[config.mk]
export PLATFORM = sky130hd
export DESIGN_NAME = mem_access_unit
export DESIGN_NICKNAME = d
export VERILOG_FILES = /design/src/rtl/mem_pkg.sv /design/src/rtl/mem_access_unit_lane_merge_extract.sv /design/src/rtl/mem_access_unit.sv
export SDC_FILE = /design/constraint.sdc
export NUM_CORES = 1
export LEC_CHECK = 0
export BUFFER_PORTS_ARGS = -buffer_cell sky130_fd_sc_hd__buf_2
export CAP_MARGIN = 20
export CORE_MARGIN = 8
export CORE_UTILIZATION = 26
export DETAILED_ROUTE_END_ITERATION = 8
export SYNTH_ARGS = -nofsm -noshare
export SYNTH_HDL_FRONTEND = slang
export SYNTH_HIERARCHICAL = 1
export SYNTH_SLANG_ARGS = --single-unit
[constraint.sdc]
create_clock -name Clk -period 3.75 [get_ports Clk]
set_clock_uncertainty 0.1 [all_clocks]
set_input_delay 0.75 -clock Clk [delete_from_list [all_inputs] [get_ports Clk]]
set_output_delay 0.75 -clock Clk [all_outputs]
set_load 0.005 [all_outputs]
[src/rtl/mem_pkg.sv]
// Shared encodings for the MEM-stage data memory initiator.
package mem_pkg;

    localparam logic [1:0] SIZE_BYTE = 2'b00;
    localparam logic [1:0] SIZE_HALF = 2'b01;
    localparam logic [1:0] SIZE_WORD = 2'b10;

    localparam logic [0:0] IDLE   = 1'b0;
    localparam logic [0:0] RMW_WR = 1'b1;

endpackage

[src/rtl/mem_access_unit_lane_merge_extract.sv]
// Byte/half lane extraction with sign/zero extension for loads,
// and lane insertion into a read word for sub-word stores.
module lane_merge_extract
    import mem_pkg::*;
#(
    parameter bit BIG_ENDIAN = 1'b1
) (
    input  logic [31:0] rdata,
    input  logic [31:0] wdata,
    input  logic [1:0]  offset,
    input  logic [1:0]  size,
    input  logic        is_unsigned,
    output logic [31:0] load_data,
    output logic [31:0] merged_data
);

    logic [1:0]  byte_lane;
    logic        half_lane;
    logic [4:0]  byte_sh;
    logic [4:0]  half_sh;
    logic [31:0] byte_word;
    logic [31:0] half_word;
    logic [7:0]  byte_val;
    logic [15:0] half_val;

    // Big-endian puts byte offset 0 in the most significant lane.
    assign byte_lane = BIG_ENDIAN ? ~offset : offset;
    assign half_lane = BIG_ENDIAN ? ~offset[1] : offset[1];
    assign byte_sh   = {byte_lane, 3'b000};
    assign half_sh   = {half_lane, 4'b0000};
    assign byte_word = rdata >> byte_sh;
    assign half_word = rdata >> half_sh;
    assign byte_val  = byte_word[7:0];
    assign half_val  = half_word[15:0];

    always_comb begin
        load_data   = rdata;
        merged_data = wdata;
        case (size)
            SIZE_BYTE: begin
                load_data   = {{24{~is_unsigned & byte_val[7]}}, byte_val};
                merged_data = (rdata & ~(32'h0000_00FF << byte_sh))
                            | ({24'h0, wdata[7:0]} << byte_sh);
            end
            SIZE_HALF: begin
                load_data   = {{16{~is_unsigned & half_val[15]}}, half_val};
                merged_data = (rdata & ~(32'h0000_FFFF << half_sh))
                            | ({16'h0, wdata[15:0]} << half_sh);
            end
            default: begin
                load_data   = rdata;
                merged_data = wdata;
            end
        endcase
    end

endmodule

[src/rtl/mem_access_unit.sv]
// MEM-stage initiator: loads, word stores and read-modify-write sub-word
// stores against a word-organised data memory with combinational read.
module mem_access_unit
    import mem_pkg::*;
#(
    parameter int ADDR_W     = 13,
    parameter bit BIG_ENDIAN = 1'b1
) (
    input  logic              Clk,
    input  logic              Rst_n,
    input  logic              Req_valid,
    input  logic              Req_write,
    input  logic [1:0]        Req_size,
    input  logic              Req_unsigned,
    input  logic [31:0]       Req_addr,
    input  logic [31:0]       Req_wdata,
    output logic              Stall,
    output logic              Load_valid,
    output logic [31:0]       Load_data,
    output logic              Misaligned,
    output logic [ADDR_W-1:0] Mem_Address,
    output logic              Mem_MemRead,
    output logic              Mem_MemWrite,
    output logic [31:0]       Mem_Write_data,
    input  logic [31:0]       Mem_Read_data
);

    // Handshake: a request (Req_valid=1) is taken in IDLE. While Stall is high the
    // requester holds every Req_* input stable; a cycle with Stall low retires it.
    logic [0:0]        state;
    logic [ADDR_W-1:0] addr_q;
    logic [31:0]       merge_q;
    logic              load_valid_q;
    logic [31:0]       load_data_q;
    logic              misaligned_q;

    logic              aligned;
    logic              req_go;
    logic              sub_store;
    logic [ADDR_W-1:0] word_addr;
    logic [31:0]       ext_data;
    logic [31:0]       merged_data;
    logic              unused_addr_bits;

    assign unused_addr_bits = ^Req_addr[31:ADDR_W+2];
    assign word_addr        = Req_addr[ADDR_W+1:2];

    always_comb begin
        case (Req_size)
            SIZE_BYTE: aligned = 1'b1;
            SIZE_HALF: aligned = ~Req_addr[0];
            SIZE_WORD: aligned = (Req_addr[1:0] == 2'b00);
            default:   aligned = 1'b0;
        endcase
    end

    assign req_go    = (state == IDLE) && Req_valid && aligned;
    assign sub_store = req_go && Req_write && (Req_size != SIZE_WORD);

    lane_merge_extract #(
        .BIG_ENDIAN (BIG_ENDIAN)
    ) u_lane (
        .rdata       (Mem_Read_data),
        .wdata       (Req_wdata),
        .offset      (Req_addr[1:0]),
        .size        (Req_size),
        .is_unsigned (Req_unsigned),
        .load_data   (ext_data),
        .merged_data (merged_data)
    );

    // Reset also gates the memory strobes so an in-flight RMW write is dropped.
    always_comb begin
        Mem_Address    = '0;
        Mem_MemRead    = 1'b0;
        Mem_MemWrite   = 1'b0;
        Mem_Write_data = '0;
        Stall          = 1'b0;
        if (Rst_n) begin
            if (state == RMW_WR) begin
                Mem_Address    = addr_q;
                Mem_MemWrite   = 1'b1;
                Mem_Write_data = merge_q;
            end else if (req_go) begin
                Mem_Address = word_addr;
                if (!Req_write) begin
                    Mem_MemRead = 1'b1;
                end else if (Req_size == SIZE_WORD) begin
                    Mem_MemWrite   = 1'b1;
                    Mem_Write_data = Req_wdata;
                end else begin
                    Mem_MemRead = 1'b1;
                    Stall       = 1'b1;
                end
            end
        end
    end

    always_ff @(posedge Clk or negedge Rst_n) begin
        if (!Rst_n) begin
            state        <= IDLE;
            addr_q       <= '0;
            merge_q      <= '0;
            load_valid_q <= 1'b0;
            load_data_q  <= '0;
            misaligned_q <= 1'b0;
        end else begin
            load_valid_q <= req_go && !Req_write;
            misaligned_q <= (state == IDLE) && Req_valid && !aligned;
            if (req_go && !Req_write) begin
                load_data_q <= ext_data;
            end
            case (state)
                IDLE: begin
                    if (sub_store) begin
                        state   <= RMW_WR;
                        addr_q  <= word_addr;
                        merge_q <= merged_data;
                    end
                end
                default: state <= IDLE;
            endcase
        end
    end

    assign Load_valid = load_valid_q;
    assign Load_data  = load_data_q;
    assign Misaligned = misaligned_q;

endmodule

==> results by group <==
Timing
  – # setup viols final: 0
  – Worst hold slack: 0.223 ns
  – Final slew viol count: 0
  – RSZ-0062 raised after global routing: false
  – Tmin final: 3.24 ns
  – Max_slew headroom: 0.271
  – Fmax achieved: 309 MHz
  – TNS Setup: 0 ns
  – Final worst-path cycle share: 0.863
  – Actual slew at the worst max-slew pin: 1.09 ns
  – Setup ws final: 0.514 ns
  – Final Hold Viols: 0

Synthesis
  – Async S/R FF share, synth: 1.00
  – Cell variety after synth: 46
  – Sequential area share after synthesis: 0.375
  – Yosys warning count: 6
  – Post-synthesis cell count: 496
  – Main synth FF type: dfrtp_1
  – Synthesized area per cell: 10.8 um2
  – Synth area leaders: dfrtp_1, mux2_4, mux2_2
  – Synth area leader: dfrtp_1
  – Synth Net Count: 599
  – Number of synthesized flops with an enable pin: 0
  – Post-synthesis register bit count: 80
  – Cell Area, Synth: 5340 um2
  – Share of Yosys cell area claimed by the top area cell type: 0.375

Worst setup path
  – Biggest cell delay along the critical path: 0.60 ns
  – CP top delay family: simple AND/OR/NAND/NOR gates
  – Most frequent cell on the critical path: buf_2
  – Crit path kind: in -> out
  – Worst path bufs/invs: 3
  – Critical Path, Cell by Cell: buf_2 > buf_4 > o21ai_0 > and3b_1 > o2111a_1 > buf_2
  – WP data arrival: 2.39 ns
  – Worst path required time: 2.90 ns
  – Crit. End Element: output port
  – CP Max Fanout: 34
  – R2r setup slk: 1.33 ns
  – Setup crit start kind: primary input
  – Slowest cell on the critical path: and3b_1

CTS
  – Number of H-tree levels: 3
  – Hold-fix buffers at CTS: 0
  – CTS Buf Count: 9
  – Resized Gates After CTS: 0
  – Clk_lat worst skew: 0.34 ns
  – Max Root-Sink Buffers: 2
  – CTS Sinks: 80
  – Worst-path clk slew: 0.06 ns
  – Clk Tree Root Cell: clkbuf_16
  – Postcts setup bufs: 0
  – CTS tree: yes

Layout
  – Synthesis-to-finish area growth: 25.3%
  – Finished Cell Area: 6690 um2
  – Share of cells above drive strength 1: 0.448
  – Net count, final: 738
  – Final core utilization: 0.332
  – Antenna diodes: 0
  – Non-Filler Instances: 910

Job
  – Max Cap Violations: 0

Placed design
  – Number of port buffers: 167
  – Post-placement cell count: 894
  – Place WS: 0.516 ns
  – Post-DP Area: 6370 um2
  – Routability Congestion: 0.858
  – Final HPWL DP: 14600 um

Status
  – Status: finished clean

Power and ir drop
  – Clk pwr share: 0.328
  – Tot Pwr: 2.92 mW
  – Int Pwr: 2.09 mW
  – Seq pwr share: 0.408
  – VDD IR max: 0.203 mV
  – Logic pwr share: 0.264
  – Static Leakage: 3.21 nW
  – Sw Ratio: 0.285
  – Psw: 0.833 mW
  – Power per Cell Area: 436 nW/um2

Route
  – Initial drt markers: 357
  – Vias: 4672
  – Routed vias/inst: 5.13
  – Residual DRC: 0
  – Antenna-violating nets left: 0
  – Initial DRT Pass Iterations: 5
  – Final WL: 19200 um
  – Routed len/inst: 21.1 um

Floorplan
  – Ports: 185
  – Initial Utilization: 0.265
  – Die area: 25400 um2
  – Cell row count: 52
  – Die Width: 159 um
  – Die H: 159 um
  – Core ar.: 20200 um2

Global routing
  – Remaining global-route overflow: 0
  – Initial antenna violation count: 0
  – Pin count of the biggest net entering global routing: 72
  – Vias in the first global route: 4809
  – First-pass GRT wire length: 29300 um
  – GRT Util Overall: 0.148

Worst hold path
  – Hold Crit Class: in -> async
-- layout make-up --
type | instances | area, um2
clock buffer | 11 | 233
clock inverter | 5 | 81.3
fill | 2141 | 13500
inverter | 4 | 15.0
multi-input combinational | 359 | 3050
sequential | 80 | 2000
tap | 270 | 338
timing repair buffer | 181 | 968
-- metal layers --
| layer | share of wire | wire length (um) | global-route usage | vias to the layer above |
|---|---|---|---|---|
| met5 | 0 | 0 | 0 | - |
| met4 | 0.032 | 614 | 0.0712 | 0 |
| met3 | 0.056 | 1080 | 0.0266 | 36 |
| met2 | 0.47 | 9090 | 0.236 | 185 |
| met1 | 0.44 | 8440 | 0.191 | 2287 |
| li1 | - | - | - | 2164 |
-- power groups by stage --
stage                     registers [mW]  clock network, mW  logic (mW)
after floorplan                     1.19                  0       0.458
after global placement              1.20                  0       0.766
after detailed placement            1.20                  0       0.778
after CTS                           1.19              0.986       0.781
after global routing                1.22               1.02       0.838
final                               1.19              0.958       0.770
-- synth_stat cells, types with 2 or more instances --
master      n
a21oi_1    10
a221o_1     8
a22o_1      8
a22oi_1    16
a2bb2oi_1   7
a32o_1     13
a32oi_1    32
and3b_1     3
buf_2      12
buf_4       4
buf_6       7
clkbuf_1   30
dfrtp_1    80
inv_1       3
mux2_1      3
mux2_2     44
mux2_4     39
mux2i_1    15
nand2_1    48
nand2b_1    9
nor2_1      2
nor2b_1    35
nor3_1      2
o21ai_0     5
o21ai_1    13
o22a_1      7
o22ai_1     8
o31ai_1     8
or3_1       8
-- sequential cells by signal (all words and copies together), names as in the netlist --
register,flops
Load_data,32
Load_valid,1
Misaligned,1
addr_q,13
merge_q,32
state,1
-- worst paths after layout --
| path | from | to | cells past startpoint |
|---|---|---|---|
| min reg2reg | Load_data[28] | Load_data[28] | 1 |
| max | Req_size[1] | Stall | 6 |
| max reg2reg | state | merge_q[21] | 4 |
| min in group Clk | Load_data[28] | Load_data[28] | 1 |
| max in group asynchronous | Rst_n | Load_data[17] | 2 |
| min | Rst_n | addr_q[8] | 1 |
-- placed cells by master, fill, tap and decap left out, types with 2 or more instances in the layout --
cell       instances
nor2_1             2
dfrtp_1           80
o21ai_1           13
mux2_2            44
mux2_4            39
a221o_1            8
o22ai_1            8
clkbuf_1           2
clkbuf_16          9
a21oi_1           10
buf_4             13
buf_12             2
a32oi_1           32
nand2b_1           9
o31ai_1            8
or3_1              8
a22oi_1           16
mux2_1             3
nor2b_1           35
nand2_1           48
a22o_1             8
o22a_1             7
bufinv_16          2
a32o_1            13
a2bb2oi_1          7
o21ai_0            5
buf_2            166
nor3_1             2
inv_1              3
and3b_1            3
mux2i_1           15
-- cell families after synthesis --
group           count (synthesis)  synth area share
compound gates                141             0.210
flops                          80             0.375
mux                           102             0.241
buf+inv                        57            0.0555
simple gates                  116             0.118
(Power assumes the default switching activity.)
